## src/rtl/serial_link_axi_to_obi_bridge.sv

```systemverilog
// AXI4 subordinate terminating the serial link's outbound AXI port; every burst is
// replayed as single-word OBI manager accesses, one transaction and one access at a time.
package serial_link_axi_to_obi_bridge_pkg;
  typedef struct packed {
    logic [3:0]  id;
    logic [31:0] addr;
    logic [7:0]  len;
    logic [2:0]  size;
    logic [1:0]  burst;
  } axi_ax_t;
  typedef struct packed {
    logic [31:0] data;
    logic [3:0]  strb;
    logic        last;
  } axi_w_t;
  typedef struct packed {
    logic [3:0] id;
    logic [1:0] resp;
  } axi_b_t;
  typedef struct packed {
    logic [3:0]  id;
    logic [31:0] data;
    logic [1:0]  resp;
    logic        last;
  } axi_r_t;
  typedef struct packed {
    axi_ax_t aw;
    logic    aw_valid;
    axi_w_t  w;
    logic    w_valid;
    logic    b_ready;
    axi_ax_t ar;
    logic    ar_valid;
    logic    r_ready;
  } axi_req_t;
  typedef struct packed {
    logic   aw_ready;
    logic   ar_ready;
    logic   w_ready;
    logic   b_valid;
    axi_b_t b;
    logic   r_valid;
    axi_r_t r;
  } axi_rsp_t;
  typedef struct packed {
    logic        req;
    logic        we;
    logic [3:0]  be;
    logic [31:0] addr;
    logic [31:0] wdata;
  } obi_req_t;
  typedef struct packed {
    logic        gnt;
    logic        rvalid;
    logic [31:0] rdata;
  } obi_resp_t;
endpackage

module serial_link_axi_to_obi_bridge #(
  parameter type axi_req_t  = serial_link_axi_to_obi_bridge_pkg::axi_req_t,
  parameter type axi_rsp_t  = serial_link_axi_to_obi_bridge_pkg::axi_rsp_t,
  parameter type obi_req_t  = serial_link_axi_to_obi_bridge_pkg::obi_req_t,
  parameter type obi_resp_t = serial_link_axi_to_obi_bridge_pkg::obi_resp_t,
  parameter int unsigned AddrWidth = 32,
  parameter int unsigned DataWidth = 32,
  parameter int unsigned IdWidth   = 4
) (
  input  logic      clk_i,
  input  logic      rst_ni,
  input  axi_req_t  axi_req_i,
  output axi_rsp_t  axi_rsp_o,
  output obi_req_t  obi_req_o,
  input  obi_resp_t obi_rsp_i,
  output logic      busy_o
);

  localparam int unsigned StrbWidth = DataWidth / 8;
  localparam logic [AddrWidth-1:0] AlignMask = AddrWidth'(StrbWidth - 1);
  localparam logic [1:0] BurstIncr = 2'b01;
  localparam logic [1:0] BurstWrap = 2'b10;

  typedef enum logic [2:0] {
    IDLE, W_BEAT, W_REQ, W_WAIT, B_RESP, R_REQ, R_WAIT, R_DATA
  } state_e;

  state_e                 state_q;
  logic                   prioRead_q;
  logic [AddrWidth-1:0]   addr_q;
  logic [7:0]             len_q;
  logic [7:0]             beat_q;
  logic [1:0]             burst_q;
  logic [IdWidth-1:0]     id_q;
  logic                   err_q;
  logic [DataWidth-1:0]   wdata_q;
  logic [StrbWidth-1:0]   strb_q;
  logic [DataWidth-1:0]   rdata_q;

  logic                   grantWrite;
  logic                   grantRead;
  logic                   lastBeat;
  logic [AddrWidth-1:0]   addr_d;
  logic                   unusedSize;

  assign grantWrite = axi_req_i.aw_valid & (~axi_req_i.ar_valid | ~prioRead_q);
  assign grantRead  = axi_req_i.ar_valid & (~axi_req_i.aw_valid | prioRead_q);
  assign lastBeat   = (beat_q == len_q);
  assign addr_d     = (burst_q == BurstIncr) ? addr_q + AddrWidth'(StrbWidth) : addr_q;
  assign busy_o     = (state_q != IDLE);
  assign unusedSize = ^{axi_req_i.aw.size, axi_req_i.ar.size};

  // Erroneous (WRAP) bursts bypass OBI entirely but still walk the beat counter.
  always_ff @(posedge clk_i or negedge rst_ni) begin
    if (!rst_ni) begin
      state_q    <= IDLE;
      prioRead_q <= 1'b0;
      addr_q     <= '0;
      len_q      <= '0;
      beat_q     <= '0;
      burst_q    <= '0;
      id_q       <= '0;
      err_q      <= 1'b0;
      wdata_q    <= '0;
      strb_q     <= '0;
      rdata_q    <= '0;
    end else begin
      case (state_q)
        IDLE: begin
          if (grantWrite) begin
            prioRead_q <= ~prioRead_q;
            addr_q     <= axi_req_i.aw.addr & ~AlignMask;
            len_q      <= axi_req_i.aw.len;
            burst_q    <= axi_req_i.aw.burst;
            id_q       <= axi_req_i.aw.id;
            beat_q     <= '0;
            err_q      <= (axi_req_i.aw.burst == BurstWrap);
            state_q    <= W_BEAT;
          end else if (grantRead) begin
            prioRead_q <= ~prioRead_q;
            addr_q     <= axi_req_i.ar.addr & ~AlignMask;
            len_q      <= axi_req_i.ar.len;
            burst_q    <= axi_req_i.ar.burst;
            id_q       <= axi_req_i.ar.id;
            beat_q     <= '0;
            err_q      <= (axi_req_i.ar.burst == BurstWrap);
            rdata_q    <= '0;
            state_q    <= (axi_req_i.ar.burst == BurstWrap) ? R_DATA : R_REQ;
          end
        end
        W_BEAT: begin
          if (axi_req_i.w_valid) begin
            wdata_q <= axi_req_i.w.data;
            strb_q  <= axi_req_i.w.strb;
            if (axi_req_i.w.last != lastBeat) err_q <= 1'b1;
            if (!err_q) begin
              state_q <= W_REQ;
            end else if (lastBeat) begin
              state_q <= B_RESP;
            end else begin
              beat_q <= beat_q + 8'd1;
              addr_q <= addr_d;
            end
          end
        end
        W_REQ: if (obi_rsp_i.gnt) state_q <= W_WAIT;
        W_WAIT: begin
          if (obi_rsp_i.rvalid) begin
            if (lastBeat) begin
              state_q <= B_RESP;
            end else begin
              beat_q  <= beat_q + 8'd1;
              addr_q  <= addr_d;
              state_q <= W_BEAT;
            end
          end
        end
        B_RESP: if (axi_req_i.b_ready) state_q <= IDLE;
        R_REQ: if (obi_rsp_i.gnt) state_q <= R_WAIT;
        R_WAIT: begin
          if (obi_rsp_i.rvalid) begin
            rdata_q <= obi_rsp_i.rdata;
            state_q <= R_DATA;
          end
        end
        R_DATA: begin
          if (axi_req_i.r_ready) begin
            if (lastBeat) begin
              state_q <= IDLE;
            end else begin
              beat_q  <= beat_q + 8'd1;
              addr_q  <= addr_d;
              state_q <= err_q ? R_DATA : R_REQ;
            end
          end
        end
        default: state_q <= IDLE;
      endcase
    end
  end

  always_comb begin
    axi_rsp_o = '0;
    obi_req_o = '0;
    axi_rsp_o.aw_ready = (state_q == IDLE) & grantWrite;
    axi_rsp_o.ar_ready = (state_q == IDLE) & grantRead;
    axi_rsp_o.w_ready  = (state_q == W_BEAT);
    axi_rsp_o.b_valid  = (state_q == B_RESP);
    axi_rsp_o.b.id     = id_q;
    axi_rsp_o.b.resp   = {err_q, 1'b0};
    axi_rsp_o.r_valid  = (state_q == R_DATA);
    axi_rsp_o.r.id     = id_q;
    axi_rsp_o.r.data   = rdata_q;
    axi_rsp_o.r.resp   = {err_q, 1'b0};
    axi_rsp_o.r.last   = lastBeat;
    obi_req_o.req      = (state_q == W_REQ) | (state_q == R_REQ);
    obi_req_o.we       = (state_q == W_REQ);
    obi_req_o.be       = (state_q == W_REQ) ? strb_q : {StrbWidth{1'b1}};
    obi_req_o.addr     = addr_q;
    obi_req_o.wdata    = wdata_q;
  end

endmodule
```

## config.mk

```make
export PLATFORM = sky130hd
export DESIGN_NAME = serial_link_axi_to_obi_bridge
export DESIGN_NICKNAME = d
export VERILOG_FILES = /design/src/rtl/serial_link_axi_to_obi_bridge.sv
export SDC_FILE = /design/constraint.sdc
export NUM_CORES = 1
export LEC_CHECK = 0
export CAP_MARGIN = 20
export CELL_PAD_IN_SITES_DETAIL_PLACEMENT = 0
export CELL_PAD_IN_SITES_GLOBAL_PLACEMENT = 2
export CORE_ASPECT_RATIO = 0.6
export CORE_UTILIZATION = 26
export DETAILED_ROUTE_END_ITERATION = 12
export GPL_TIMING_DRIVEN = 0
export PLACE_DENSITY = 0.92
export SLEW_MARGIN = 10
export SYNTH_ARGS = -nofsm -noshare
export SYNTH_HDL_FRONTEND = slang
export SYNTH_SLANG_ARGS = --single-unit
```

## constraint.sdc

```tcl
create_clock -name clk_i -period 4.8 [get_ports clk_i]
set_input_delay 0.96 -clock clk_i [delete_from_list [all_inputs] [get_ports clk_i]]
set_output_delay 0.96 -clock clk_i [all_outputs]
set_load 0.05 [all_outputs]
```

==> results.yml, run 1 <==
critical_path:
  critPathMaxFanout: 11
  r2r_end: "addr_q[16]$_DFFE_PN0P_"
  r2r_slack_ns: 2.25
  critPathLaunchType: "input pin"
  reg2reg_depth: 7
  crit_family: "buffers and inverters"
  path_buf_inv: 4
  cpPeakStageDelay_ns: 0.83
  critPathKind: "in -> out"
  crit_chain: "clkdlybuf4s50_1 > a21bo_2 > buf_2 > buf_2 > nor2_1 > clkdlybuf4s50_1"
  rr_startpoint: "state_q[1]$_DFFE_PN0P_"
  worst_path_max_delay_cell: "clkdlybuf4s50_1"
  cp-end-kind: "output pin"
  cp_data_required_time_ns: 3.84
  cp.arrival_ns: 3.29
floorplan:
  io_pins: 297
  start_util: 0.267
  chipHeight_um: 127
  core-area_um2: 25500
  num_rows: 45
  die_w_um: 211
  die_area_um2: 26800
clock_network:
  cts_inserted_buffers: 17
  cts-root-buf: "clkbuf_16"
  cts.clk_slew.worst_paths_ns: 0.06
  holdBufCountCts: 0
  cts_tree: "done"
  clk_path_buf_depth: 2
  htreeDepth: 4
  postCtsResizedCells: 0
  clock-sinks: 125
  clock_latency_ns: 0.43
  cts_setup_buffers: 0
synthesis:
  synth_flop_cell: "dfrtp_1"
  syn_area_um2: 6800
  ys_types: 66
  syn_area_per_cell_um2: 9.02
  seq_area_frac_synth: 0.460
  synthArstFlopShare: 1.00
  yosys_warnings: 0
  syn_inst: 754
  synth-edff-count: 0
  synth_seq_cells: 125
sta:
  rsz0062_at_grt: "false"
  max_freq_ghz: 0.235
  fin_crit_ns: 4.25
  hold_violations: 0
  fin_hold_ws_ns: 0.480
  fin_skew_ns: 0.00853
  finalSetupTns_ns: 0
  fin_crit_sh: 0.885
  tightestPinTransition_ns: 0.877
  setup_viol: 0
  slew_viol_final: 0
  relSlewSlack: 0.411
grt:
  grt_antenna_before_repair: 1
  grt_first_pass_wirelength_mm: 40.0
  grt_pass1_vias: 6758
  grtUsageTotal: 0.198
  grt_overflow: 0
  grt_start_max_net_pins: 65
pwr:
  peakVddDrop_mv: 0.372
  cellPowerDensity_nw_per_um2: 772
  clockPowerShare: 0.147
  p_int_mw: 4.01
  pwr-share-comb: 0.611
  pwr-share-seq: 0.242
  switchingPower_mw: 4.21
  swShare: 0.512
  leakage_nw: 4.26
  total_power_mw: 8.22
hold_path:
  min_to: "rdata_q[28]$_DFFE_PN0P_"
  hold_path_startpoint: "rdata_q[28]$_DFFE_PN0P_"
  min_path_type: "reg -> reg"
  worstHoldPathCells: 2
cells_and_area:
  fillers: 2571
  seqCellArea_um2: 3130
  num_antenna_cells: 0
  multiInputGateArea_um2: 3320
  final_common_cell: "clkdlybuf4s50_1"
  final_cell_mix: "clkdlybuf4s50_1 (281), nand2_1 (176), dfrtp_1 (125)"
  drive_gt1_frac: 0.124
  synthToLayoutAreaGrowth_pct: 56.5
  post-route-util: 0.418
  final_nets: 1236
  finalNonFillerCells: 1423
detailed_routing:
  wl_mm: 26.2
  drcViolationCount: 0
  firstDrtPassIters: 5
  num_vias: 6849
  wl_per_cell_um: 18.4
  via_per_inst: 4.81
  drtIter0Drc: 537
  ant_nets: 0
place:
  place.gp.congestion: 0.835
  dp.cells: 1392
  dp_hpwl_mm: 19.8
  io_buffers: 282
outcome:
  outcome: "finished clean"
job:
  drv_cap: 0
## worst register-to-register path: stages (launching register included)
cell       delay (ns)
dfrtp_1          0.41
nand2b_1         0.25
nand2_1          0.31
buf_2            0.35
clkbuf_1         0.56
nand3_1          0.28
o31ai_1          0.15
a2bb2oi_1        0.11
## flip-flops by register name, summed over array words and instances, names as in the netlist
signal      cells
id_q            4
wdata_q        32
burst_q         2
addr_q         30
state_q         3
beat_q          8
err_q           1
prioRead_q      1
len_q           8
strb_q          4
rdata_q        32
## per-stage QoR
stage	cell area (um^2)	setup slack [ns]
floorplan	6820	1.07
global placement	10100	-2.75
detailed placement	10100	0.104
CTS	10700	0.0803
global route	10700	0.408
finish	10700	0.553
## worst max path at each step
stage	start	end	slack [ns]	cells past startpoint
after floorplan	state_q[0]$_DFFE_PN0P_	obi_req_o[64]	1.07	4
after global placement	rst_ni	rdata_q[23]$_DFFE_PN0P_	-2.75	1
after detailed placement	axi_req_i[90]	axi_rsp_o[49]	0.10	7
after CTS	axi_req_i[90]	axi_rsp_o[49]	0.08	7
after global routing	axi_req_i[90]	axi_rsp_o[49]	0.41	6
final	axi_req_i[90]	axi_rsp_o[49]	0.55	6
## cells in the mapped netlist (all sizes together) (5+ instances only)
cell,n,area share
or3,7,0.0072
buf,39,0.038
nand2,176,0.097
nand2b,6,0.0055
o22a,6,0.0077
mux2,38,0.063
o31ai,5,0.0055
and3,11,0.010
a2bb2oi,19,0.026
inv,9,0.0050
o21ai,58,0.043
dfrtp,125,0.46
a211oi,9,0.0099
nand4,17,0.017
a31oi,30,0.028
xnor2,8,0.010
nand3,31,0.024
nor3,27,0.025
clkbuf,22,0.012
a21oi,23,0.018
nor4,6,0.0099
nor2,39,0.022
## metal layers
layer  up-vias  track usage  wire length, um
met5         -            0               13
met4         2       0.0499              252
met3        21       0.0691             2320
met2       271        0.294            11200
met1      3267        0.273            12400
li1       3288            -                -
## power groups by stage
stage	clock network [mW]	logic (mW)	registers [mW]
after detailed placement	0	5.03	2.00
after global placement	0	5.01	1.99
after global routing	1.28	5.36	2.06
final	1.21	5.03	1.99
after CTS	1.24	5.05	1.99
after floorplan	0	1.88	3.35
## area by class of cell
class                   instances  share of cell area
well taps                     352              0.0413
inverters                       9             0.00317
flip-flops and latches        125               0.294
repair buffers                283               0.268
clock buffers                  19              0.0425
multi-input cells             562               0.311
plain buffers                  60              0.0314
clock inverters                13             0.00893
## kinds of logic after synthesis
kind of cell | count (synthesis) | share of synthesized area
buffers and inverters | 70 | 0.0546
adders and majority gates | 2 | 0.00368
AOI/OAI and AO/OA | 173 | 0.171
and+or+nand+nor | 333 | 0.231
DFF | 125 | 0.460
other | 1 | 0.000551
muxes | 41 | 0.0673
xor gates and xnor gates | 9 | 0.0116
No activity file was read; power rests on OpenSTA's default activity.
==> run 2: changes to the inputs <==
--- a/config.mk
+++ b/config.mk
@@ -12,7 +12,7 @@
 export CORE_UTILIZATION = 26
 export DETAILED_ROUTE_END_ITERATION = 12
 export GPL_TIMING_DRIVEN = 0
-export PLACE_DENSITY = 0.92
+export PLACE_DENSITY = 0.94
 export SLEW_MARGIN = 10
 export SYNTH_ARGS = -nofsm -noshare
 export SYNTH_HDL_FRONTEND = slang
==> run 2 against run 1 <==
  * Die area unchanged
  * Register-to-register slack about the same
  * Utilization is 0.32 points higher
  * Setup slack got worse by 0.33 ns
  * Sequential share of layout area fell by 0.23 points
  * Combinational power barely moved
  * Final cell count rose by 0.28%
  * Clock-buffer cell count grew 2
  * Final area increased by 0.77%
  * Clock power rose by 14%
  * Wire length grew 0.39%
  * Largest cell class unchanged
  * Largest power group unchanged
==> results.yml, run 2 (synthesis gave the netlist of run 1 again) <==
critical_path:
  cp.arrival_ns: 3.61
  critPathLaunchType: "input pin"
  cp_data_required_time_ns: 3.84
  r2r_slack_ns: 2.25
  cp-end-kind: "output pin"
  critPathKind: "in -> out"
  critPathMaxFanout: 10
sta:
  setup_viol: 0
  hold_violations: 0
  slew_viol_final: 0
  fin_hold_ws_ns: 0.452
  relSlewSlack: 0.465
  tightestPinTransition_ns: 0.803
  max_freq_ghz: 0.219
  fin_skew_ns: 0.0104
  fin_crit_ns: 4.57
  rsz0062_at_grt: "false"
  fin_crit_sh: 0.953
floorplan:
  die_w_um: 211
  start_util: 0.267
  num_rows: 45
  die_area_um2: 26800
  io_pins: 297
  core-area_um2: 25500
  chipHeight_um: 127
grt:
  grtUsageTotal: 0.194
  grt_use_met2: 0.290
  grt_start_max_net_pins: 85
  grt-busiest-layer: "met2"
  use_met1: 0.272
  grt_first_pass_wirelength_mm: 39.3
  grt_antenna_before_repair: 3
  gr-usage-met3: 0.0560
  grt_overflow: 0
  grt_pass1_vias: 6640
outcome:
  outcome: "finished clean"
detailed_routing:
  wl_mm: 26.3
  via_per_inst: 4.86
  wl_per_cell_um: 18.4
  drcViolationCount: 0
  ant_nets: 0
  drtIter0Drc: 402
  firstDrtPassIters: 5
  num_vias: 6940
place:
  dp_hpwl_mm: 19.8
  place.gp.congestion: 0.856
  io_buffers: 282
clock_network:
  clock-sinks: 125
  cts_tree: "done"
  cts-root-buf: "clkbuf_16"
  cts_setup_buffers: 0
  htreeDepth: 4
  clock_latency_ns: 0.43
  postCtsResizedCells: 0
  cts_inserted_buffers: 17
  clk_path_buf_depth: 2
  holdBufCountCts: 0
  cts.clk_slew.worst_paths_ns: 0.06
cells_and_area:
  drive_gt1_frac: 0.122
  fillers: 2556
  final_common_cell: "clkdlybuf4s50_1"
  final_cell_mix: "clkdlybuf4s50_1 (281), nand2_1 (176), dfrtp_1 (125)"
  synthToLayoutAreaGrowth_pct: 57.8
  final_nets: 1238
  top_regs: "rdata_q x32, wdata_q x32, addr_q x30"
pwr:
  peakVddDrop_mv: 0.335
  leakage_nw: 4.31
  total_power_mw: 8.41
  cellPowerDensity_nw_per_um2: 783
job:
  drv_cap: 0
hold_path:
  min_path_type: "in -> async"
[run 2: power by group]
part / switching (mW) / internal [mW] / total (mW)
Combinational: 3.27 / 1.77 / 5.03
Sequential: 0.431 / 1.56 / 1.99
Clock: 0.503 / 0.880 / 1.38
[run 2: path summary, 6_finish.rpt]
kind / to / cells after the start / startpoint
setup / recovery: axi_rsp_o[49] / 7 / axi_req_i[1]
hold / removal: addr_q[13]$_DFFE_PN0P_ / 1 / rst_ni
setup reg to reg: addr_q[16]$_DFFE_PN0P_ / 7 / state_q[1]$_DFFE_PN0P_
hold reg to reg: rdata_q[28]$_DFFE_PN0P_ / 2 / rdata_q[28]$_DFFE_PN0P_
max in group asynchronous: strb_q[2]$_DFFE_PN0P_ / 2 / rst_ni
min in group clk_i: rdata_q[28]$_DFFE_PN0P_ / 2 / rdata_q[28]$_DFFE_PN0P_
[run 2: cell type report]
type	instances	area (um^2)	area share
plain buffers	61	338	0.0315
multi-input cells	562	3320	0.309
flip-flops and latches	125	3130	0.291
clock buffers	21	450	0.0420
diodes	2	5.00	0.000466
well taps	352	440	0.0410
clock inverters	11	166	0.0155
inverters	9	33.8	0.00315
repair buffers	284	2860	0.266
[run 2: metal layers]
| metal | up-vias | wire length [um] |
|---|---|---|
| met2 | 277 | 11400 |
| met1 | 3351 | 12800 |
| li1 | 3290 | - |
| met3 | 20 | 1850 |
| met5 | - | 13 |
| met4 | 2 | 241 |
[run 2: stage by stage]
step | TNS (ns) | utilization | instance area [um^2] | setup WS (ns) | cells
after detailed placement | 0 | 0.396 | 10100 | 0.186 | 1392
after global routing | 0 | 0.421 | 10700 | 0.0864 | 1427
final | 0 | 0.421 | 10700 | 0.226 | 1427
after global placement | -318.72 | 0.395 | 10100 | -2.58 | 1391
after CTS | 0 | 0.420 | 10700 | 0.177 | 1424
after floorplan | 0 | - | 6820 | 1.07 | 757
[run 2: critical path, stage by stage]
cell	delay, ns
clkdlybuf4s50_1	0.54
a21bo_2	0.17
clkbuf_1	0.58
buf_2	0.34
buf_2	0.26
nor2_1	0.06
clkdlybuf4s50_1	0.70
